[config.mk]
export PLATFORM = sky130hd
export DESIGN_NAME = mips_multicycle_ctrl
export DESIGN_NICKNAME = d
export VERILOG_FILES = /design/src/rtl/mips_multicycle_ctrl.sv
export SDC_FILE = /design/constraint.sdc
export NUM_CORES = 1
export LEC_CHECK = 0
export BUFFER_PORTS_ARGS = -buffer_cell sky130_fd_sc_hd__clkbuf_2
export CORE_MARGIN = 4
export CORE_UTILIZATION = 25
export DETAILED_ROUTE_END_ITERATION = 7
export SLEW_MARGIN = 10
export SYNTH_ARGS = -nofsm -noshare
export SYNTH_HDL_FRONTEND = slang
export SYNTH_SLANG_ARGS = --single-unit
[constraint.sdc]
create_clock -name clk -period 2 [get_ports clk]
set_clock_uncertainty 0.05 [all_clocks]
set_input_delay 0.5 -clock clk [delete_from_list [all_inputs] [get_ports clk]]
set_output_delay 0.5 -clock clk [all_outputs]
set_load 0.01 [all_outputs]
[src/rtl/mips_multicycle_ctrl.sv]
// Multicycle MIPS control FSM: sequences fetch/decode/execute phases and
// decodes op/funct into datapath enables and ALU control.
module mips_multicycle_ctrl (
    input  logic       clk,
    input  logic       reset,
    input  logic [5:0] op,
    input  logic [5:0] funct,
    input  logic       zero,
    input  logic       mem_ready,
    output logic       PCEn,
    output logic       IorD,
    output logic       MemWrite,
    output logic       IRWrite,
    output logic       RegDst,
    output logic       MemtoReg,
    output logic       RegWrite,
    output logic       ALUSrcA,
    output logic [1:0] ALUSrcB,
    output logic [2:0] ALUControl,
    output logic [1:0] PCSrc,
    output logic       illegal,
    output logic [3:0] state
);

    typedef enum logic [3:0] {
        FETCH   = 4'd0,
        DECODE  = 4'd1,
        MEMADR  = 4'd2,
        MEMRD   = 4'd3,
        MEMWB   = 4'd4,
        MEMWR   = 4'd5,
        EXECUTE = 4'd6,
        ALUWB   = 4'd7,
        BRANCH  = 4'd8,
        ADDIEX  = 4'd9,
        ADDIWB  = 4'd10,
        JUMP    = 4'd11
    } state_t;

    localparam logic [5:0] OP_LW    = 6'b100011;
    localparam logic [5:0] OP_SW    = 6'b101011;
    localparam logic [5:0] OP_RTYPE = 6'b000000;
    localparam logic [5:0] OP_BEQ   = 6'b000100;
    localparam logic [5:0] OP_ADDI  = 6'b001000;
    localparam logic [5:0] OP_J     = 6'b000010;

    localparam logic [2:0] ALU_AND = 3'b000;
    localparam logic [2:0] ALU_OR  = 3'b001;
    localparam logic [2:0] ALU_ADD = 3'b010;
    localparam logic [2:0] ALU_SUB = 3'b110;
    localparam logic [2:0] ALU_SLT = 3'b111;

    state_t st, st_next;
    logic   pcwrite, branch;

    function automatic logic rtype_ok(input logic [5:0] f);
        case (f)
            6'b100000, 6'b100010, 6'b100100, 6'b100101, 6'b101010: rtype_ok = 1'b1;
            default:                                               rtype_ok = 1'b0;
        endcase
    endfunction

    function automatic logic [2:0] funct_alu(input logic [5:0] f);
        case (f)
            6'b100010: funct_alu = ALU_SUB;
            6'b100100: funct_alu = ALU_AND;
            6'b100101: funct_alu = ALU_OR;
            6'b101010: funct_alu = ALU_SLT;
            default:   funct_alu = ALU_ADD;
        endcase
    endfunction

    always_ff @(posedge clk) begin
        if (reset) st <= FETCH;
        else       st <= st_next;
    end

    // Next-state and per-state datapath controls; strobes masked during reset.
    always_comb begin
        st_next    = FETCH;
        pcwrite    = 1'b0;
        branch     = 1'b0;
        IorD       = 1'b0;
        MemWrite   = 1'b0;
        IRWrite    = 1'b0;
        RegDst     = 1'b0;
        MemtoReg   = 1'b0;
        RegWrite   = 1'b0;
        ALUSrcA    = 1'b0;
        ALUSrcB    = 2'b00;
        ALUControl = ALU_ADD;
        PCSrc      = 2'b00;
        illegal    = 1'b0;
        case (st)
            FETCH: begin
                ALUSrcB = 2'b01;
                IRWrite = mem_ready;
                pcwrite = mem_ready;
                st_next = mem_ready ? DECODE : FETCH;
            end
            DECODE: begin
                ALUSrcB = 2'b11;
                case (op)
                    OP_LW, OP_SW: st_next = MEMADR;
                    OP_RTYPE: begin
                        if (rtype_ok(funct)) st_next = EXECUTE;
                        else                 illegal = 1'b1;
                    end
                    OP_BEQ:  st_next = BRANCH;
                    OP_ADDI: st_next = ADDIEX;
                    OP_J:    st_next = JUMP;
                    default: illegal = 1'b1;
                endcase
            end
            MEMADR: begin
                ALUSrcA = 1'b1;
                ALUSrcB = 2'b10;
                st_next = (op == OP_LW) ? MEMRD : MEMWR;
            end
            MEMRD: begin
                IorD    = 1'b1;
                st_next = mem_ready ? MEMWB : MEMRD;
            end
            MEMWB: begin
                MemtoReg = 1'b1;
                RegWrite = 1'b1;
            end
            MEMWR: begin
                IorD     = 1'b1;
                MemWrite = 1'b1;
                st_next  = mem_ready ? FETCH : MEMWR;
            end
            EXECUTE: begin
                ALUSrcA    = 1'b1;
                ALUControl = funct_alu(funct);
                st_next    = ALUWB;
            end
            ALUWB: begin
                RegDst   = 1'b1;
                RegWrite = 1'b1;
            end
            BRANCH: begin
                ALUSrcA    = 1'b1;
                ALUControl = ALU_SUB;
                PCSrc      = 2'b01;
                branch     = 1'b1;
            end
            ADDIEX: begin
                ALUSrcA = 1'b1;
                ALUSrcB = 2'b10;
                st_next = ADDIWB;
            end
            ADDIWB: RegWrite = 1'b1;
            JUMP: begin
                PCSrc   = 2'b10;
                pcwrite = 1'b1;
            end
            default: st_next = FETCH;
        endcase
        PCEn = pcwrite | (branch & zero);
        if (reset) begin
            PCEn     = 1'b0;
            IRWrite  = 1'b0;
            MemWrite = 1'b0;
            RegWrite = 1'b0;
            illegal  = 1'b0;
        end
    end

    assign state = 4'(st);

endmodule

# Yosys cells after proc, flatten, opt, wreduce, memory -nomap -nowiden
# Index checks and enable logic that the tools add are counted.
# word_totals
wordCells	64
output_inout_bits	20
inputBits	16
ff_bits	4
# op_classes
n_eq_ne	21
bitwise_logic	2
reduce_logical	9
n_mux	31
# op_table
op	n
equality test 6 bit, second input constant	7
one-hot mux 4 bit (7 select lines)	1
one-hot mux 4 bit (5 select lines)	1
two-way mux 1 bit	19
equality test 4 x 3 -> 1 bit, second input constant	4
equality test 4 bit, second input constant	4
two-way mux 3 bit	4
one-hot mux 3 bit (4 select lines)	1
OR reduction 5 bit	2
equality test 4 x 2 -> 1 bit, second input constant	2
equality test 6 x 2 -> 1 bit, second input constant	1
equality test 6 x 3 -> 1 bit, second input constant	1
equality test 6 x 4 -> 1 bit, second input constant	1
zero test 6 bit	1
one-hot mux 2 bit (3 select lines)	1
one-hot mux 3 bit (2 select lines)	1
OR reduction 2 bit	3
equality test 4 x 1 -> 1 bit, second input constant	1
zero test 4 bit	1
one-hot mux 1 bit (2 select lines)	2
one-hot mux 2 bit (2 select lines)	1
OR reduction 4 bit	1
OR reduction 3 bit	1
AND 1 bit	1
OR 1 bit	1

# Longest topological paths before layout
# Gate-level depths: netlist (run 1).
# depth
word_depth	9
ltp_mapped	6
ltp_nobuf	4

# Least setup slack after synthesis (run 1)
# OpenSTA, ideal clock, no wires.
# synth_path
path_type	input port to output port
startpoint	input port op[0]
endpoint	output port illegal
required_time_ns	1.450
t_arrival_ns	1.516
n_path_buf	0
slack_ns	-0.066
path_stages	4
cell_sequence	or4_4 -> a211oi_2 -> nand3_1 -> and4_1
# synth_via
elab_chain_cells	5
elab_cells_between_ends	10
classes_between	eq/ne: 5; mux: 3; reduce/logical: 2
# synth_rtl
element	line_no	text
start, declared	6	input logic [5:0] op,
equality test 6 bit, or another cell as far along	103	case (op)
OR reduction 5 bit (no line)	-	
one-hot mux 1 bit (2 select lines) (*)	103	
two-way mux 1 bit (*)	94	case (st)
two-way mux 1 bit (*)	161	if (reset) begin
end, declared	21	output logic illegal,
# Every way passes the cells marked *; elsewhere a longest branch is shown, timed or not.

# Final worst setup path (run 1)
# Same ends and word-level chain as after synthesis.

==> results of run 1 <==
==> critical path: stages <==
cell	delay, ps
clkbuf_2	90
or4_4	540
a211oi_2	180
nand3_1	100
and4_1	160
clkbuf_2	120
==> area by class of cell <==
type,instances,area share [%]
clock buffers,3,2.00
multi-input cells,77,52.4
flip-flops and latches,4,7.55
inverters,6,2.00
well taps,30,3.33
repair buffers,59,32.7
==> layer usage <==
layer,vias to the layer above,global-route usage (%),wire (um)
li1,461,-,-
met1,423,14.2,923
met2,36,22.4,1220
met3,7,1.97,155
met4,0,7.44,44
met5,-,0,0
==> kinds of logic after synthesis <==
family	Yosys count	share of synthesized area, %
AOI/OAI and AO/OA	27	29.0
buffers and inverters	13	10.8
xor gates and xnor gates	3	4.05
and+or+nand+nor	47	43.8
DFF	4	12.4
==> final timing paths <==
| path | end | cells after the start |
|---|---|---|
| setup reg to reg | state[1] | 6 |
| hold reg to reg | state[0] | 3 |
| hold / removal | state[1] | 3 |
| setup / recovery | illegal | 6 |
==> placed cells by master (no fill, tap or decap), types with 4 or more instances in the layout <==
master | Yosys | layout
clkbuf_2 | 0 | 29
buf_2 | 1 | 5
nor2_1 | 8 | 6
buf_4 | 1 | 22
nor3_1 | 7 | 5
o21ai_0 | 8 | 7
inv_1 | 6 | 5
a21oi_1 | 5 | 4
nand2_1 | 5 | 5
==> timing repair <==
item	CTS	global route
setup endpoints to repair	7	8
resized for setup	14	20
buffers inserted	1	3
cloned	0	0
hold buffers	0	0
pin swaps	3	2
hold endpoints to repair	0	0
==> power groups by stage <==
stage	registers (mW)	logic, mW	clock network (mW)
floorplan	0.0865	0.0485	0
global placement	0.0849	0.107	0
detailed placement	0.0850	0.108	0
CTS	0.0841	0.119	0.101
global route	0.0839	0.142	0.103
finish	0.0835	0.131	0.101
==> key figures, run 1 <==
Yosys
  • Share of the synthesized area in the top cell type: 12.4%
  • Mean Syn Cell Area: slightly below 7 um2
  • Area leader, netlist: dfxtp_1
  • Mapped Cells: 94
  • Sequential area share after synthesis: 12.4%
  • YS warnings: 0
  • Synth Cell Area: around 650 um2
  • Synth top cells by count: nor2_1, o21ai_0, nor3_1, inv_1
  • Library cells used by synthesis: 46
  • Ys async rst share: 0%
  • Syn_nets: 110
  • Synth area leaders: dfxtp_1, o21ai_0, nor3_1, nor2_1, a21oi_1
  • Yosys reg bits: 4
  • Post-synth top flop: dfxtp_1
  • Post-synth EDFFs: 0

Power
  • VDD IR-drop max: approximately 0.00011 V
  • Sw power: 0.0982 mW
  • Sw Share: 31.1%
  • Final Power: 0.315 mW
  • LEAKAGE: ~0.53 nW
  • Comb pwr share: 41.6%
  • Clock power frac: 32.0%
  • Power Internal: 0.217 mW
  • PD cells: between 200 and 300 nW/um2
  • Flop pwr share: 26.5%

Cells and area
  • Layout cell share with drive strength beyond 1: 59.7%
  • Seq. cell area: 85.1 um2
  • Layout Utilization: 45.5%
  • Ant. Diodes: 0
  • Synth-to-layout area growth: 73.9%
  • Multi-input logic area: 591 um2
  • Max FFs per register: 4
  • Fin cells: around 180
  • Post-route design area: roughly 1100 um2
  • Filler cells: 256
  • Final net count: between 150 and 200

Detailed routing
  • Final wirelength: 2340 um
  • Vias per cell: 5.18
  • Number of iterations in the first detailed-routing pass: 5
  • Via count: 927
  • Routed Antenna Nets: 0
  • Routed WL per cell: 13.1 um
  • Initial DRC count: 47
  • DR DRC count: 0

Setup path
  • Crit path max fanout: 2
  • Flop-to-flop setup slack: 380 ps
  • CP startpoint: op[0]
  • Worst path required time: 1450 ps
  • Startpoint Class: input port
  • CP Capture Type: primary output
  • RR Startpoint: state[1]
  • Critical path class: input port to primary output
  • Worst EP arrival: 1700 ps

CTS
  • TritonCTS Sinks: 4
  • CTS HTree Levels: 1
  • CTS buffer count: 3
  • Clock latency on the worst-skew pair: ~240 ps
  • Clk pin slew, worst setup/hold paths: 30 ps
  • CTS root buf: clkbuf_4
  • Max Root-Sink Buffers: 2
  • TritonCTS clock tree: yes

Place
  • Hpwl dp: 1700 um
  • Placed Cells: 172
  • Port bufs: 35
  • Cell Area, Placed: 963 um2
  • Pre-CTS setup slack: -250 ps
  • Placer Congestion: 0.813

Floorplanning
  • Site Rows: 18
  • Die area: between 3000 and 4000 um2
  • Die height: approximately 59 um
  • Die width: 58.9 um
  • Ports: 36
  • CORE AREA: 2480 um2
  • Starting Density: 26.2%

Timing
  • Sum Neg Setup Slack: -428 ps
  • Slew Limit Fails: 0
  • Final hold violation count: 0
  • Setup violations, final: 4
  • Peak Freq: 445 MHz
  • Unrepaired setup endpoints after global routing: true
  • Worst hold margin: 553 ps
  • Slew headroom: 75.3%
  • Slew @ Worst Pin: approximately 370 ps
  • Final min period: 2250 ps
  • Worst setup slack after layout: -248 ps
  • Post-route clock period utilization: 112%

Global route
  • Largest net degree at the start of global routing: 19
  • Global-route wire length before repair: 3500 um
  • Initial antenna violation count: 0
  • Vias in the first global route: 854
  • GR Util All Layers: 12.7%
  • Total grt overflow: 0

Min path
  • Hold path startpoint: reset
  • Hold Crit Class: input port to flip-flop

Run
  • Max-Cap Viols: 0

Status
  • Violated checks: negative setup slack
  • Outcome: complete, but fails checks
Power figures use the tool's default switching activity.
==> run 2, diff against run 1 <==
Settings changed: PLACE_DENSITY from default to 0.59, RECOVER_POWER from default to 100, SLEW_MARGIN 10 to 40.
==> run 2 against run 1 <==
The flow still finishes with violations (negative setup slack). Register-to-register slack worse by 140 ps. Sequential cell count unchanged. Via count down 3.5%. Critical path depth unchanged. Clock-buffer cell count unchanged. Sequential share of layout area up 0.31 points. Final cell count down 2.8%. Wire length down 4.1%. Fmax about the same. Critical path type unchanged. Critical endpoint unchanged.
==> key figures, run 2 (synthesized netlist as in run 1, its figures left out) <==
Cells and area
  • Layout Utilization: 42.4%
  • Layout cell share with drive strength beyond 1: 53.5%
  • Synth-to-layout area growth: 62.2%
  • Most common cell after layout, fill and taps aside: clkbuf_2
  • Final net count: 162
  • Filler cells: 272
  • Post-route design area: 1050 um2
  • Ant. Diodes: 0
  • Max FFs per register: 4
  • Commonest non-fill, non-tap cells in the layout: clkbuf_2, buf_4, o21ai_0, nor2_1, nor3_1
  • Fin cells: 174

Setup path
  • Crit path to: illegal
  • Startpoint Class: input port
  • Critical path depth: 6
  • Cell family with most CP delay: simple AND/OR/NAND/NOR gates
  • Crit path max fanout: 2
  • RR Startpoint: state[0]
  • Critical path class: input port to primary output
  • Worst-path cell chain: clkbuf_2 -> or4_4 -> a211oi_2 -> nand3_1 -> and4_1 -> clkbuf_2
  • Crit-path max cell delay: 540 ps
  • Flop-to-flop setup slack: 240 ps
  • CP most frequent cell: clkbuf_2
  • R2R depth: 6
  • Worst EP arrival: 1700 ps
  • CP Capture Type: primary output
  • R2R Path End: state[1]
  • CP max-delay cell: or4_4
  • Crit path buffers/inverters: 2
  • Worst path required time: ~1500 ps
  • CP startpoint: op[0]

Place
  • Cell Area, Placed: 948 um2
  • Placed Cells: 170
  • Placer Congestion: about 0.84
  • Pre-CTS setup slack: -256 ps
  • Hpwl dp: 1670 um
  • Port bufs: 35

Detailed routing
  • Met3 Wirelength: 172 um
  • Number of iterations in the first detailed-routing pass: 4
  • Top Metal Used: met4
  • Initial DRC count: 21
  • Vias per cell: 5.14
  • DR DRC count: 0
  • Met2 Wirelength: 1130 um
  • Routed WL per cell: around 13 um
  • Met1 Wirelength: between 900 and 1000 um
  • Routed Antenna Nets: 0
  • Final wirelength: 2240 um
  • Via count: 895

Global route
  • Largest net degree at the start of global routing: 19
  • Vias in the first global route: a little over 800
  • Global-route wire length before repair: roughly 3600 um
  • GR Util All Layers: between 10% and 20%
  • Total grt overflow: 0
  • Initial antenna violation count: 0

Timing
  • Worst hold margin: 578 ps
  • Worst setup slack after layout: -246 ps
  • Post-route clock period utilization: 112%
  • Slew @ Worst Pin: 628 ps
  • Sum Neg Setup Slack: -1230 ps
  • Setup violations, final: 12
  • Final hold violation count: 0
  • Slew headroom: about 58%
  • Unrepaired setup endpoints after global routing: true
  • Slew Limit Fails: 0
  • Final min period: about 2200 ps
  • Peak Freq: 445 MHz

Floorplanning
  • Starting Density: 26.2%
  • Die height: 58.9 um
  • Die area: 3470 um2
  • CORE AREA: 2480 um2
  • Die width: 58.9 um
  • Ports: 36
  • Site Rows: 18

Power
  • Final Power: between 0.2 and 0.3 mW
  • LEAKAGE: 0.474 nW
  • PD cells: approximately 280 nW/um2
  • VDD IR-drop max: 0.000125 V

CTS
  • CTS root buf: clkbuf_4
  • Clock latency on the worst-skew pair: 230 ps
  • TritonCTS clock tree: yes
  • Max Root-Sink Buffers: 2
  • CTS buffer count: 3
  • Hold bufs inserted after CTS: 0
  • CTS HTree Levels: 1
  • TritonCTS Sinks: 4
  • Clk pin slew, worst setup/hold paths: 30 ps

Run
  • Max-Cap Viols: 0

Min path
  • Hold path startpoint: reset
  • Hold Crit Class: input port to flip-flop

Status
  • Violated checks: negative setup slack
  • Outcome: complete, but fails checks
run 2: cell types whose count changed in the layout (fill, tap and decap cells not counted), sizes merged:
cell | previous run | this run
clkbuf | 32 | 37
buf | 30 | 20
run 2: routing by layer:
metal | vias up | global-route usage, %
met1 | 418 | 15.5
met5 | - | 0
met2 | 27 | 23.3
met3 | 2 | 2.19
met4 | 0 | 4.85
li1 | 448 | -
run 2: worst min-delay path by stage:
stage	cells after the start	end
global placement	3	state[0]
finish	3	state[1]
floorplan	2	state[3]
CTS	3	state[1]
detailed placement	3	state[0]
global route	3	state[1]
run 2: report_power, final:
part           total, mW  switching (mW)  internal (mW)
sequential        0.0837         0.00169         0.0820
clock             0.0957          0.0289         0.0668
combinational      0.120          0.0590         0.0607
run 2: what timing repair did:
item,CTS,global route
setup buffers,0,1
gates resized for setup,14,14
pin swaps,3,4
endpoints found under the setup margin,6,8
cloned,0,0
run 2: layout make-up:
| cell class | instances | area [um2] | share of cell area [%] |
|---|---|---|---|
| Timing Repair Buffer | 54 | 314 | 29.9 |
| Tap cell | 30 | 37.5 | 3.57 |
| Clock buffer | 3 | 22.5 | 2.14 |
| Inverter | 6 | 22.5 | 2.14 |
| Sequential cell | 4 | 82.6 | 7.86 |
| Multi-Input combinational cell | 77 | 572 | 54.4 |
run 2: worst register-to-register path: stages, from the launching register on:
cell,delay [ps]
dfxtp_1,360
clkbuf_1,300
nand2b_2,110
buf_4,180
nor3_1,220
a32oi_1,160
a311oi_2,270
==> run 3, diff against run 2 <==
Settings changed: CELL_PAD_IN_SITES_DETAIL_PLACEMENT from default to 1, CELL_PAD_IN_SITES_GLOBAL_PLACEMENT from default to 1, MAX_ROUTING_LAYER from default to met4, PLACE_DENSITY 0.59 to 0.79, TNS_END_PERCENT from default to 50.
==> run 3 against run 2 <==
Fmax down 0.33%. Sequential share of layout area down 0.26 points. Worst setup slack worse by 7.5 ps. First-iteration DRC count up 9.5%. Sequential cell count unchanged. Via count up 2.8%. Largest cell class unchanged. Clock-buffer cell count unchanged. Non-clock buffer count down 2. Core utilization up 0.81 points. The run still ends with negative setup slack left. Critical path depth unchanged. Critical endpoint unchanged.
==> key figures, run 3 (synthesized netlist as in run 1, its figures left out) <==
Timing
  • Peak Freq: 444 MHz
  • Final min period: 2250 ps
  • Setup violations, final: 9
  • Slew Limit Fails: 0
  • Slew headroom: 73.0%
  • Final hold violation count: 0
  • Slew @ Worst Pin: 405 ps
  • Worst setup slack after layout: -254 ps
  • Post-route clock period utilization: 113%
  • Unrepaired setup endpoints after global routing: true

Cells and area
  • Most common cell after layout, fill and taps aside: clkbuf_2
  • Synth-to-layout area growth: 65.3%
  • Layout cell share with drive strength beyond 1: 55.6%
  • Max FFs per register: 4
  • Layout Utilization: about 43%
  • Ant. Diodes: 0
  • Final net count: between 150 and 200
  • Commonest non-fill, non-tap cells in the layout: clkbuf_2, buf_4, o21ai_0, nor2_1, buf_2

Setup path
  • Flop-to-flop setup slack: between 300 and 400 ps
  • Worst path required time: 1450 ps
  • Crit path buffers/inverters: 2
  • R2R Path End: state[1]
  • Cell family with most CP delay: simple AND/OR/NAND/NOR gates
  • Startpoint Class: input port
  • Worst EP arrival: 1700 ps
  • Worst-path cell chain: clkbuf_2 -> or4_4 -> a211oi_2 -> nand3_1 -> and4_1 -> clkbuf_2
  • Critical path class: input port to primary output
  • Crit-path max cell delay: 530 ps
  • CP Capture Type: primary output
  • R2R depth: 6
  • Crit path max fanout: 2
  • CP max-delay cell: or4_4
  • RR Startpoint: state[1]
  • CP most frequent cell: clkbuf_2

Floorplanning
  • Die area: 3470 um2
  • Ports: 36
  • Site Rows: 18
  • Die width: 58.9 um
  • CORE AREA: 2480 um2
  • Starting Density: 26.2%
  • Die height: 58.9 um

CTS
  • Clock latency on the worst-skew pair: 230 ps
  • TritonCTS clock tree: yes
  • TritonCTS Sinks: 4
  • CTS buffer count: 3
  • CTS HTree Levels: 1
  • CTS root buf: clkbuf_4
  • Clk pin slew, worst setup/hold paths: 40 ps
  • Max Root-Sink Buffers: 2

Place
  • Hpwl dp: 2160 um
  • Port bufs: 35
  • Pre-CTS setup slack: -262 ps
  • Placer Congestion: ~0.84

Global route
  • GR Layer Usage met2: 33.9%
  • Top Usage Layer GRT: met2
  • Met1 usage: 19.3%
  • Initial antenna violation count: 0
  • Total grt overflow: 0
  • Global-route wire length before repair: approximately 4700 um
  • GR Layer Usage met3: 0.877%
  • Vias in the first global route: 993
  • Largest net degree at the start of global routing: 19
  • GR Util All Layers: 17.4%

Detailed routing
  • Vias per cell: between 5 and 6
  • Via count: 920
  • Initial DRC count: 23
  • Final wirelength: approximately 2900 um
  • Routed Antenna Nets: 0
  • DR DRC count: 0
  • Routed WL per cell: 16.7 um
  • Number of iterations in the first detailed-routing pass: 2

Power
  • LEAKAGE: 0.477 nW
  • PD cells: about 290 nW/um2
  • VDD IR-drop max: 0.000187 V

Min path
  • WHS Endpoint: state[1]
  • Hold-critical path depth: 3
  • Hold path startpoint: reset
  • Hold Crit Class: input port to flip-flop

Status
  • Violated checks: negative setup slack
  • Outcome: complete, but fails checks

Run
  • Max-Cap Viols: 0
run 3: final cells by class:
class / instances / area [um2]
multi-input cells: 77 / 607
clock buffers: 3 / 22.5
well taps: 30 / 37.5
flip-flops and latches: 4 / 81.3
repair buffers: 52 / 300
inverters: 6 / 22.5
fillers: 322 / 1410
run 3: worst max path at each step:
| stage | startpoint | to | slack (ps) | cells after the start |
|---|---|---|---|---|
| 2_1_floorplan | op[0] | illegal | -10 | 4 |
| 5_1_grt | op[0] | illegal | -340 | 6 |
| 3_3_place_gp | op[0] | illegal | -220 | 6 |
| 4_1_cts | op[0] | illegal | -260 | 6 |
| 3_5_place_dp | op[0] | illegal | -260 | 6 |
| 6_report | op[0] | illegal | -250 | 6 |
run 3: repair_timing:
item | 4_1_cts | 5_1_grt
hold buffers | 0 | 0
endpoints found under the setup margin | 8 | 10
pin swaps | 6 | 2
resized for setup | 18 | 20
setup buffers | 0 | 0
run 3: power breakdown:
group | internal (mW) | total [mW] | switching (mW) | leakage [nW]
combinational | 0.0595 | 0.125 | 0.0651 | 0.430
clock | 0.0670 | 0.0982 | 0.0311 | 0.0138
sequential | 0.0819 | 0.0842 | 0.00228 | 0.0330
run 3: worst reg2reg max path, cell delays in order (launching register included):
cell      delay (ps)
dfxtp_1          350
clkbuf_1         170
nand2b_2         220
buf_8            160
nor3_1           190
a32oi_1          150
a311oi_2         280
run 3: routing by layer:
layer  vias up  share of wire (%)  routed length [um]
met5         -                  0                   0
met4         0               0.80                  23
met3         2                2.9                  83
met2        19                 58                1670
met1       450                 38                1100
li1        449                  -                   -
run 3: metrics by stage:
step	hold WS (ps)	power [mW]	TNS, ps	cells	cell area (um2)
2_1_floorplan	525	0.135	-14.5	94	648
3_3_place_gp	578	0.189	-347	169	941
3_5_place_dp	585	0.194	-420	169	941
4_1_cts	558	0.304	-333	172	1030
5_1_grt	604	0.329	-1690	172	1070
6_report	591	0.307	-940	172	1070
